**src/rtl/axis_seq_generator.sv**
```systemverilog
// AXI4-Stream sequence source: emits fixed-length packets of geometric, incrementing,
// LFSR or constant values, with full valid/ready hold and tlast framing.
// Optional macro GEN_PKT_COUNTER_EN adds a 16-bit completed-packet counter output.
module axis_seq_generator #(
  parameter int unsigned DATA_SIZE = 32,
  parameter int unsigned PKT_LEN   = 8,
  parameter int unsigned MULT      = 3,
  parameter int unsigned SEED      = 1
) (
  input  logic                   m00_axis_aclk,
  input  logic                   m00_axis_aresetn,
  input  logic                   m00_axis_enable,
  input  logic [1:0]             cfg_mode,
  input  logic                   cfg_restart,
  input  logic                   m00_axis_tready,
  output logic [DATA_SIZE-1:0]   m00_axis_tdata,
  output logic [DATA_SIZE/8-1:0] m00_axis_tstrb,
  output logic                   m00_axis_tvalid,
  output logic                   m00_axis_tlast,
`ifdef GEN_PKT_COUNTER_EN
  output logic [15:0]            pkt_count,
`endif
  output logic                   busy
);

  localparam int unsigned CntW = (PKT_LEN > 1) ? $clog2(PKT_LEN) : 1;
  localparam logic [CntW-1:0]      LastBeat = CntW'(PKT_LEN - 1);
  localparam logic [DATA_SIZE-1:0] SeedVal  = DATA_SIZE'(SEED);
  localparam logic [DATA_SIZE-1:0] MultVal  = DATA_SIZE'(MULT);

  localparam logic [0:0] StIdle = 1'b0;
  localparam logic [0:0] StSend = 1'b1;

  localparam logic [1:0] ModeGeom  = 2'b00;
  localparam logic [1:0] ModeIncr  = 2'b01;
  localparam logic [1:0] ModeLfsr  = 2'b10;

  logic [0:0]           state_q, state_d;
  logic [DATA_SIZE-1:0] data_q, data_d, data_next;
  logic [CntW-1:0]      beat_q, beat_d;
  logic [1:0]           mode_q, mode_d;
  logic                 pend_q, pend_d;
  logic                 hs, last_beat, pkt_start;

  assign hs        = (state_q == StSend) && m00_axis_tready;
  assign last_beat = (beat_q == LastBeat);

  // Successor of the current value under the mode latched for this packet
  always_comb begin
    data_next = SeedVal;
    case (mode_q)
      ModeGeom: data_next = data_q * MultVal;
      ModeIncr: data_next = data_q + DATA_SIZE'(1);
      ModeLfsr: begin
        // An all-zero register would lock up, so recover from SEED
        if (data_q == '0) begin
          data_next = SeedVal;
        end else begin
          data_next = {data_q[DATA_SIZE-2:0],
                       data_q[DATA_SIZE-1] ^ data_q[DATA_SIZE-2] ^ data_q[0]};
        end
      end
      default:  data_next = SeedVal;
    endcase
  end

  // Packet FSM, beat counter, mode latch and restart bookkeeping
  always_comb begin
    state_d   = state_q;
    data_d    = data_q;
    beat_d    = beat_q;
    mode_d    = mode_q;
    pkt_start = 1'b0;
    case (state_q)
      StIdle: begin
        if (m00_axis_enable) begin
          state_d   = StSend;
          pkt_start = 1'b1;
        end
      end
      default: begin
        if (hs) begin
          data_d = data_next;
          if (last_beat) begin
            beat_d = '0;
            if (m00_axis_enable) begin
              pkt_start = 1'b1;
            end else begin
              state_d = StIdle;
            end
          end else begin
            beat_d = beat_q + CntW'(1);
          end
        end
      end
    endcase

    // A restart arriving in the same cycle as a packet start is honoured immediately
    if (pkt_start) begin
      mode_d = cfg_mode;
      pend_d = 1'b0;
      if (pend_q || cfg_restart) begin
        data_d = SeedVal;
      end
    end else begin
      pend_d = pend_q | cfg_restart;
    end
  end

  // State registers with synchronous active-low reset
  always_ff @(posedge m00_axis_aclk) begin
    if (!m00_axis_aresetn) begin
      state_q <= StIdle;
      data_q  <= SeedVal;
      beat_q  <= '0;
      mode_q  <= ModeGeom;
      pend_q  <= 1'b0;
    end else begin
      state_q <= state_d;
      data_q  <= data_d;
      beat_q  <= beat_d;
      mode_q  <= mode_d;
      pend_q  <= pend_d;
    end
  end

`ifdef GEN_PKT_COUNTER_EN
  logic [15:0] pkt_cnt_q;

  // Counts completed packets; free-running, unaffected by restart
  always_ff @(posedge m00_axis_aclk) begin
    if (!m00_axis_aresetn) begin
      pkt_cnt_q <= '0;
    end else if (hs && last_beat) begin
      pkt_cnt_q <= pkt_cnt_q + 16'd1;
    end
  end

  assign pkt_count = pkt_cnt_q;
`endif

  assign m00_axis_tdata  = data_q;
  assign m00_axis_tstrb  = '1;
  assign m00_axis_tvalid = (state_q == StSend);
  assign m00_axis_tlast  = (state_q == StSend) && last_beat;
  assign busy            = (state_q == StSend);

endmodule

```
**config.mk**
```make
export PLATFORM = sky130hd
export DESIGN_NAME = axis_seq_generator
export DESIGN_NICKNAME = d
export VERILOG_FILES = /design/src/rtl/axis_seq_generator.sv
export SDC_FILE = /design/constraint.sdc
export NUM_CORES = 1
export LEC_CHECK = 0
export ABC_CLOCK_PERIOD_IN_PS = 3100
export CELL_PAD_IN_SITES_DETAIL_PLACEMENT = 1
export CELL_PAD_IN_SITES_GLOBAL_PLACEMENT = 2
export CORE_UTILIZATION = 34
export CTS_CLUSTER_DIAMETER = 80
export DETAILED_ROUTE_END_ITERATION = 8
export PLACE_DENSITY_LB_ADDON = 0.1
export SLEW_MARGIN = 20
export SYNTH_ARGS = -nofsm -noshare
export SYNTH_HDL_FRONTEND = slang
export SYNTH_SLANG_ARGS = --single-unit
```
**constraint.sdc**
```tcl
create_clock -name m00_axis_aclk -period 3.1 [get_ports m00_axis_aclk]
set_input_delay 0.465 -clock m00_axis_aclk [delete_from_list [all_inputs] [get_ports m00_axis_aclk]]
set_output_delay 0.465 -clock m00_axis_aclk [all_outputs]
set_load 0.02 [all_outputs]
```
==> results of run 1 <==
[power groups by stage]
stage                     Clock [mW]  Sequential [mW]  Combinational (mW)
final                          0.661            0.517               0.201
after global routing           0.679            0.518               0.215
after CTS                      0.664            0.517               0.200
after detailed placement           0            0.529               0.199
after global placement             0            0.528               0.196
after floorplan                    0            0.531               0.111
[through the flow]
step	hold WS (ns)	instance area, um^2	std cells
3_3_place_gp	0.456	5090	803
4_1_cts	0.489	5260	811
6_report	0.482	5260	811
5_1_grt	0.513	5260	811
3_5_place_dp	0.479	5090	803
2_1_floorplan	0.447	4480	610
[cells in the final DEF (no fill, tap or decap), types with 6 or more instances in the layout]
master,n
xor2_1,8
o21ai_0,45
dfxtp_1,39
o21a_1,7
nand4_1,17
a21o_1,9
ha_1,48
a21oi_1,55
mux2i_1,6
a22oi_1,12
nor2b_1,8
xnor2_1,32
nand2_1,49
nor2_1,43
a31oi_1,9
buf_4,20
o22ai_1,10
clkdlybuf4s50_1,41
nand3_1,25
and2_1,6
inv_1,46
[cell type report]
class | count | area [um^2] | area share
well taps | 172 | 215 | 0.0409
clock inverters | 3 | 43.8 | 0.00832
multi-input cells | 485 | 3360 | 0.639
clock buffers | 5 | 125 | 0.0238
inverters | 46 | 173 | 0.0328
repair buffers | 61 | 561 | 0.107
flip-flops and latches | 39 | 781 | 0.148
[registers in the layout, indices dropped and copies added, names as in the netlist]
name and flops:
m00_axis_tdata 32, beat_q 3, mode_q 2, busy 1, pend_q 1
[kinds of logic after synthesis]
| family | after synthesis | synth area share |
|---|---|---|
| other | 1 | 0.000838 |
| xor gates and xnor gates | 40 | 0.0783 |
| muxes | 6 | 0.0134 |
| DFF | 39 | 0.175 |
| adders and majority gates | 49 | 0.139 |
| and+or+nand+nor | 176 | 0.197 |
| AOI/OAI and AO/OA | 210 | 0.320 |
| buffers and inverters | 86 | 0.0772 |
[worst max path at each step]
stage	to	slack, ns	start
floorplan	m00_axis_tdata[31]$_SDFF_PN0_	0.32	m00_axis_tdata[1]$_SDFF_PN0_
finish	m00_axis_tdata[29]$_SDFF_PN0_	0.25	m00_axis_tdata[1]$_SDFF_PN0_
global route	m00_axis_tdata[29]$_SDFF_PN0_	0.04	m00_axis_tdata[1]$_SDFF_PN0_
global placement	m00_axis_tdata[29]$_SDFF_PN0_	0.41	m00_axis_tdata[2]$_SDFF_PN0_
detailed placement	m00_axis_tdata[31]$_SDFF_PN0_	0.30	m00_axis_tdata[1]$_SDFF_PN0_
CTS	m00_axis_tdata[31]$_SDFF_PN0_	0.28	m00_axis_tdata[1]$_SDFF_PN0_
[worst max-delay path: cells and delay by family (launching register included)]
kind            cells  cell delay (ns)
simple gates        2             0.47
buf+inv             1             0.06
compound gates      6             1.20
fa+ha+maj           2             0.62
flops               1             0.43
[routing by layer]
layer	GRT usage	wire [um]	up-vias
met5	0	0	-
met3	0.0431	702	21
li1	-	-	2269
met1	0.342	8140	2391
met2	0.450	8270	101
met4	0.0886	358	0
==> metrics, run 1 <==
CORE AREA 12700 um^2; max-slew violation count 0; post-CTS resize count 0; PwrDens 262 nW/um^2; Area contributors post-synth dfxtp_1 17%, ha_1 13%, xnor2_1 6.3%; Antenna Violating Nets Remaining 0; reg2reg start m00_axis_tdata[1]$_SDFF_PN0_; area grow syn2layout 17.6%; TritonCTS Sinks 39; post-synthesis cell count 607; Clk network pwr share 0.479; vias in the first global route 4819; Post-synth EDFFs 0; drt pass-1 iters 5; final worst slack 0.252 ns; grt total ovfl 0; clock slew at reported path FFs 0.08 ns; register share of total power 0.375; number of DRC markers in iteration 0 310; fraction of registers with async set/reset 0; vias per cell 5.90; CTS tree built; Main synth FF type dfxtp_1; DR DRC count 0; arrival time worst endpoint 3.09 ns; DR vias 4782; Net Switching 425 uW; overall routing resource usage 0.266; Die Y-Extent 117 um; maximum buffer depth of the clock tree 2; critical path type register to register; final core utilization 0.414; # port buffers 41; share of layout cells above drive strength 1 0.0782; reg-to-reg critical path endpoint m00_axis_tdata[29]$_SDFF_PN0_; CP Capture Type register; die area 13600 um^2; antenna violations before repair 0; Pleak 2.02 nW; Antenna diodes 0; Switching Fraction 0.308; DR WL/cell 21.5 um; Row Count 41; R2R Setup Slk 0.25 ns; FF-to-FF path depth 11; Avg Cell Area, Syn 7.37 um^2; final total power 1.38 mW; Crit path required time 3.34 ns; area leader, netlist dfxtp_1; Tcrit/Tclk final 0.919; Fillers 1614; Final min period 2.85 ns; Worst Max-Slew Pin Slew 0.663 ns; RSZ-0062 raised after global routing false; Final #Nets 694; FMAX 0.351 GHz; Unique masters post-synth 66; CP Max Fanout 5; Final Hold Viols 0; Initial Util 0.352; hold endpoint beat_q[1]$_SDFFE_PN0P_; routability-driven placement congestion ratio 0.834; CTS Buf Count 5; Die W 117 um; largest net degree at the start of global routing 38; Mapped Area 4470 um^2; cell with the most instances after synthesis a21oi_1; post-CTS setup repair buffer count 0; hold path start beat_q[1]$_SDFFE_PN0P_; pre-CTS WS 0.303 ns; hold path depth 2; Clock Skews 0.0114 ns; Yosys Warn Count 0; FF+latch count, synth 39; I/O pins 46; Rel. slew slack 0.553; Root Buffer clkbuf_16; first-pass GRT wire length 26900 um; maximum vdd ir drop 183 uV; Startpoint Class register; CP cell instances ha_1 -> inv_1 -> fa_1 -> nor2b_1 -> o31ai_2 -> a31oi_2 -> o2111ai_1 -> and3_1 -> o21ai_0 -> a21oi_1 -> o211ai_1; post-DP HPWL 12700 um; Post-synth top cells 55 x a21oi_1, 49 x nand2_1, 48 x ha_1, 46 x inv_1, 46 x o21ai_0; worst skew pair latency 0.32 ns; top cell type's share of synthesized area 0.175; Worst Hold Class register to register; post-synthesis sequential area ratio 0.175; Gate power share 0.146; status complete, no violations; Int Pwr 954 uW; H-tree Lvls 2; Crit-path slowest cell dfxtp_1; final WL 17500 um; cts hold-fix bufs 0; endpoints failing setup 0; sum of negative setup slack 0 ns; slowest stage delay, CP 0.43 ns; max_cap viols 0
No activity file was read; power rests on OpenSTA's default activity.
==> run 2: changes to the inputs <==
- CAP_MARGIN: default -> 0
- CTS_BUF_LIST: default -> sky130_fd_sc_hd__clkbuf_8
- SKIP_LAST_GASP: default -> 1
==> metrics, run 2 (synthesis results as in run 1) <==
cts hold-fix bufs 0 (unchanged); antenna violations before repair 0 (unchanged); Die Y-Extent 117 um (unchanged); share of layout cells above drive strength 1 0.0782 (unchanged); FF-to-FF path depth 11 (unchanged); I/O pins 46 (unchanged); DR vias 4758 (-0.50%); reg2reg start m00_axis_tdata[1]$_SDFF_PN0_; Worst Hold Class register to register; critical path type register to register; Root Buffer clkbuf_8; Placed Area 5090 um^2 (unchanged); WHS 0.486 ns (+0.00335 ns); DR WL/cell 21.4 um (-0.79%); Worst Max-Slew Pin Slew 0.670 ns (+0.00743 ns); sum of negative setup slack 0 ns (unchanged); hold path depth 2 (unchanged); CP Max Fanout 5 (unchanged); die area 13600 um^2 (unchanged); Row Count 41 (unchanged); Pleak 1.99 nW (-1.3%); final total power 1.21 mW (-12%); Antenna diodes 0 (unchanged); H-tree Lvls 2 (unchanged); Antenna Violating Nets Remaining 0 (unchanged); overall routing resource usage 0.263 (-0.00286); Final Instance Area 5200 um^2 (-1.1%); Fillers 1620 (+0.37%); hold endpoint beat_q[1]$_SDFFE_PN0P_; RSZ-0062 raised after global routing false; max-slew violation count 0 (unchanged); Crit path required time 3.37 ns (+0.03 ns); Tcrit/Tclk final 0.920 (+0.00190); routability-driven placement congestion ratio 0.834 (unchanged); Startpoint Class register; Crit-path slowest cell dfxtp_1; Final Hold Viols 0 (unchanged); most common cell after layout, fill and taps aside a21oi_1; PwrDens 232 nW/um^2 (-11%); final core utilization 0.409 (-0.00442); endpoints failing setup 0 (unchanged); Final min period 2.85 ns (+0.00590 ns); clock slew at reported path FFs 0.11 ns (+0.03 ns); CTS Buf Count 5 (unchanged); sequential cell area 781 um^2 (unchanged); Die W 117 um (unchanged); area grow syn2layout 16.4%; FMAX 0.350 GHz (-0.21%); Largest register FFs 32 (unchanged); reg-to-reg critical path endpoint m00_axis_tdata[29]$_SDFF_PN0_; CP Capture Type register; CORE AREA 12700 um^2 (unchanged); status complete, no violations; DR DRC count 0 (unchanged); # port buffers 41 (unchanged); post-CTS setup repair buffer count 0 (unchanged); maximum buffer depth of the clock tree 2 (unchanged); hold path start beat_q[1]$_SDFFE_PN0P_; slowest stage delay, CP 0.44 ns (about the same); multi-input logic area 3360 um^2 (unchanged); vias in the first global route 4822 (+0.062%); most frequent cells in the layout 55 x a21oi_1, 49 x nand2_1, 48 x ha_1, 46 x inv_1, 45 x o21ai_0; CP cell instances ha_1 -> inv_1 -> fa_1 -> nor2b_1 -> o31ai_2 -> a31oi_2 -> o2111ai_1 -> and3_1 -> o21ai_0 -> a21oi_1 -> o211ai_1; worst skew pair latency 0.34 ns (+0.02 ns); drt pass-1 iters 5 (unchanged); largest net degree at the start of global routing 38 (unchanged); TritonCTS Sinks 39 (unchanged); arrival time worst endpoint 3.12 ns (+0.03 ns); final WL 17300 um (-0.79%); Final #Nets 694 (unchanged); post-DP HPWL 12700 um (unchanged); post-CTS resize count 0 (unchanged); Rel. slew slack 0.548 (-0.00500); Clock Skews 0.0173 ns (+0.00595 ns); grt total ovfl 0 (unchanged); Initial Util 0.352 (unchanged); vias per cell 5.87 (-0.50%); maximum vdd ir drop 143 uV (-22%); R2R Setup Slk 0.25 ns (about the same); number of DRC markers in iteration 0 338 (+9.0%); max_cap viols 0 (unchanged); CTS tree built; first-pass GRT wire length 26800 um (-0.23%)
[run 2: cell types whose count changed in the layout (fill, tap and decap cells not counted)]
| cell | delta |
|---|---|
| clkbuf_16 | -5 |
| clkbuf_8 | +5 |
[run 2: how the worst max path moves through the flow]
stage | startpoint | end | slack [ns]
floorplan | m00_axis_tdata[1]$_SDFF_PN0_ | m00_axis_tdata[31]$_SDFF_PN0_ | 0.32
global placement | m00_axis_tdata[2]$_SDFF_PN0_ | m00_axis_tdata[29]$_SDFF_PN0_ | 0.41
detailed placement | m00_axis_tdata[1]$_SDFF_PN0_ | m00_axis_tdata[31]$_SDFF_PN0_ | 0.30
CTS | m00_axis_tdata[1]$_SDFF_PN0_ | m00_axis_tdata[31]$_SDFF_PN0_ | 0.28
global route | m00_axis_tdata[1]$_SDFF_PN0_ | m00_axis_tdata[29]$_SDFF_PN0_ | 0.03
finish | m00_axis_tdata[1]$_SDFF_PN0_ | m00_axis_tdata[29]$_SDFF_PN0_ | 0.25
[run 2: final cells by class]
cell class | instances | share of cell area
clock inverters | 3 | 0.00841
well taps | 172 | 0.0413
multi-input cells | 485 | 0.646
repair buffers | 61 | 0.108
inverters | 46 | 0.0332
clock buffers | 5 | 0.0132
flip-flops and latches | 39 | 0.150
[run 2: report_power, final]
group          switching, mW  internal, mW  total, mW  leakage, nW
Combinational          0.136        0.0637      0.199         1.62
Sequential           0.00891         0.508      0.517        0.315
Clock                  0.251         0.241      0.492       0.0581
Total                  0.396         0.813       1.21         1.99
[run 2: worst max-delay path: cells and delay by family (launching register included)]
kind | cells | cell delay [ns]
compound gates | 6 | 1.20
fa+ha+maj | 2 | 0.62
buf+inv | 1 | 0.06
flops | 1 | 0.44
simple gates | 2 | 0.47
[run 2: through the flow]
stage               setup WS (ns)  instances
detailed placement          0.303        803
floorplan                   0.322        610
finish                      0.247        811
CTS                         0.277        811
global route               0.0345        811
global placement            0.408        803
[run 2: per-layer routing]
metal  global-route usage  share of wire  up-vias
li1                     -              -     2274
met1                0.343           0.46     2342
met2                0.447           0.48      120
met3               0.0400          0.048       22
met4               0.0751          0.017        0
met5                    0              0        -
==> run 3: changes to the inputs <==
- PLACE_DENSITY_LB_ADDON: 0.1 -> 0.2
==> metrics, run 3 (synthesis results as in run 1) <==
status complete, no violations; Initial Util 0.352 (unchanged); CTS Buf Count 5 (unchanged); final WL 16700 um (-3.8%); Antenna diodes 0 (unchanged); first-pass GRT wire length 26000 um (-3.0%); Worst Hold Class register to register; CP cell instances ha_1 -> inv_1 -> fa_1 -> nor2b_1 -> o31ai_2 -> a31oi_2 -> o2111ai_1 -> a31oi_1 -> mux2i_1 -> nand2_1 -> a31oi_1; antenna violations before repair 0 (unchanged); drt pass-1 iters 5 (unchanged); Root Buffer clkbuf_8; routability-driven placement congestion ratio 0.867 (+4.0%); Pleak 2.01 nW (+0.64%); FMAX 0.353 GHz (+0.65%); DR WL/cell 20.5 um (-4.1%); PwrDens 228 nW/um^2 (-1.9%); vias per cell 5.80 (-1.2%); Startpoint Class register; number of DRC markers in iteration 0 267 (-21%); DR vias 4713 (-0.95%); cts hold-fix bufs 0 (unchanged); final worst slack 0.265 ns (+0.0185 ns); final core utilization 0.411 (+0.00216); Final Hold Viols 0 (unchanged); post-CTS setup repair buffer count 0 (unchanged); arrival time worst endpoint 3.10 ns (-0.02 ns); TritonCTS Sinks 39 (unchanged); Largest register FFs 32 (unchanged); DR DRC count 0 (unchanged); grt total ovfl 0 (unchanged); Clock Skews 0.0192 ns (+0.00186 ns); # port buffers 41 (unchanged); Crit path required time 3.37 ns (about the same); Die Y-Extent 117 um (unchanged); WHS 0.476 ns (-0.00970 ns); Critical path buffers and inverters 1 (unchanged); CP Capture Type register; die area 13600 um^2 (unchanged); I/O pins 46 (unchanged); post-CTS resize count 0 (unchanged); overall routing resource usage 0.253 (-0.00945); CTS tree built; Row Count 41 (unchanged); post-DP HPWL 12500 um (-1.7%); Final min period 2.83 ns (-0.0185 ns); Worst Max-Slew Pin Slew 0.676 ns (+0.00592 ns); CP Max Fanout 5 (unchanged); Final #Nets 696 (+0.29%); share of layout cells above drive strength 1 0.0811 (+0.00288); maximum buffer depth of the clock tree 2 (unchanged); Die W 117 um (unchanged); Crit-path slowest cell a31oi_1; CORE AREA 12700 um^2 (unchanged); slowest stage delay, CP 0.43 ns (about the same); delay-heaviest family, CP compound AO/OA/AOI/OAI gates; sum of negative setup slack 0 ns (unchanged); most common cell after layout, fill and taps aside a21oi_1; pre-CTS WS 0.320 ns (+0.0177 ns); Antenna Violating Nets Remaining 0 (unchanged); vias in the first global route 4718 (-2.2%); endpoints failing setup 0 (unchanged); RSZ-0062 raised after global routing false; worst skew pair latency 0.33 ns (about the same); maximum vdd ir drop 147 uV (+3.0%); max-slew violation count 0 (unchanged); clock slew at reported path FFs 0.10 ns (about the same); H-tree Lvls 2 (unchanged); Rel. slew slack 0.544 (-0.00399); max_cap viols 0 (unchanged); most frequent cells in the layout 55 x a21oi_1, 49 x nand2_1, 48 x ha_1, 46 x inv_1, 45 x o21ai_0; most frequent CP cell a31oi_1; area grow syn2layout 17.0%; Tcrit/Tclk final 0.915 (-0.00597); largest net degree at the start of global routing 38 (unchanged); critical path type register to register
run 3: final cells by class:
cell class                 count  area (um^2)
clock buffer                   5         68.8
clock inverter                 3         43.8
fill                        1648         7490
inverter                      46          173
multi-input combinational    485         3360
sequential                    39          781
tap                          172          215
timing repair buffer          63          588
run 3: per-layer routing:
layer  track usage  part of all wire  vias to the layer above
met5             0                 0                        -
met4        0.0532             0.015                        0
met3        0.0322             0.035                       16
met2         0.433              0.48                      109
met1         0.340              0.47                     2317
li1              -                 -                     2271
run 3: metrics by stage:
stage	total power, mW	cell area, um^2	cells
2_1_floorplan	0.642	4480	610
3_3_place_gp	0.725	5120	805
3_5_place_dp	0.727	5120	805
4_1_cts	1.21	5230	813
5_1_grt	1.24	5230	813
6_report	1.19	5230	813
run 3: power breakdown:
group	total (mW)	leakage (nW)	internal (mW)	switching [mW]
combinational	0.200	1.63	0.0665	0.134
clock	0.476	0.0581	0.240	0.236
sequential	0.516	0.315	0.508	0.00822
total	1.19	2.01	0.815	0.377
run 3: final timing paths:
| kind | endpoint | cells past startpoint | slack [ns] | from |
|---|---|---|---|---|
| max | m00_axis_tdata[25]$_SDFF_PN0_ | 11 | 0.27 | m00_axis_tdata[1]$_SDFF_PN0_ |
| min | beat_q[1]$_SDFFE_PN0P_ | 2 | 0.48 | beat_q[1]$_SDFFE_PN0P_ |
| max reg2reg | m00_axis_tdata[25]$_SDFF_PN0_ | 11 | 0.27 | m00_axis_tdata[1]$_SDFF_PN0_ |
| min reg2reg | beat_q[1]$_SDFFE_PN0P_ | 2 | 0.48 | beat_q[1]$_SDFFE_PN0P_ |
run 3: worst register-to-register path, delay by kind of cell, from the launching register on:
| family | cells | cell delay (ns) |
|---|---|---|
| AOI/OAI and AO/OA | 5 | 1.15 |
| DFF | 1 | 0.41 |
| muxes | 1 | 0.28 |
| buffers and inverters | 1 | 0.06 |
| adders and majority gates | 2 | 0.60 |
| and+or+nand+nor | 2 | 0.29 |
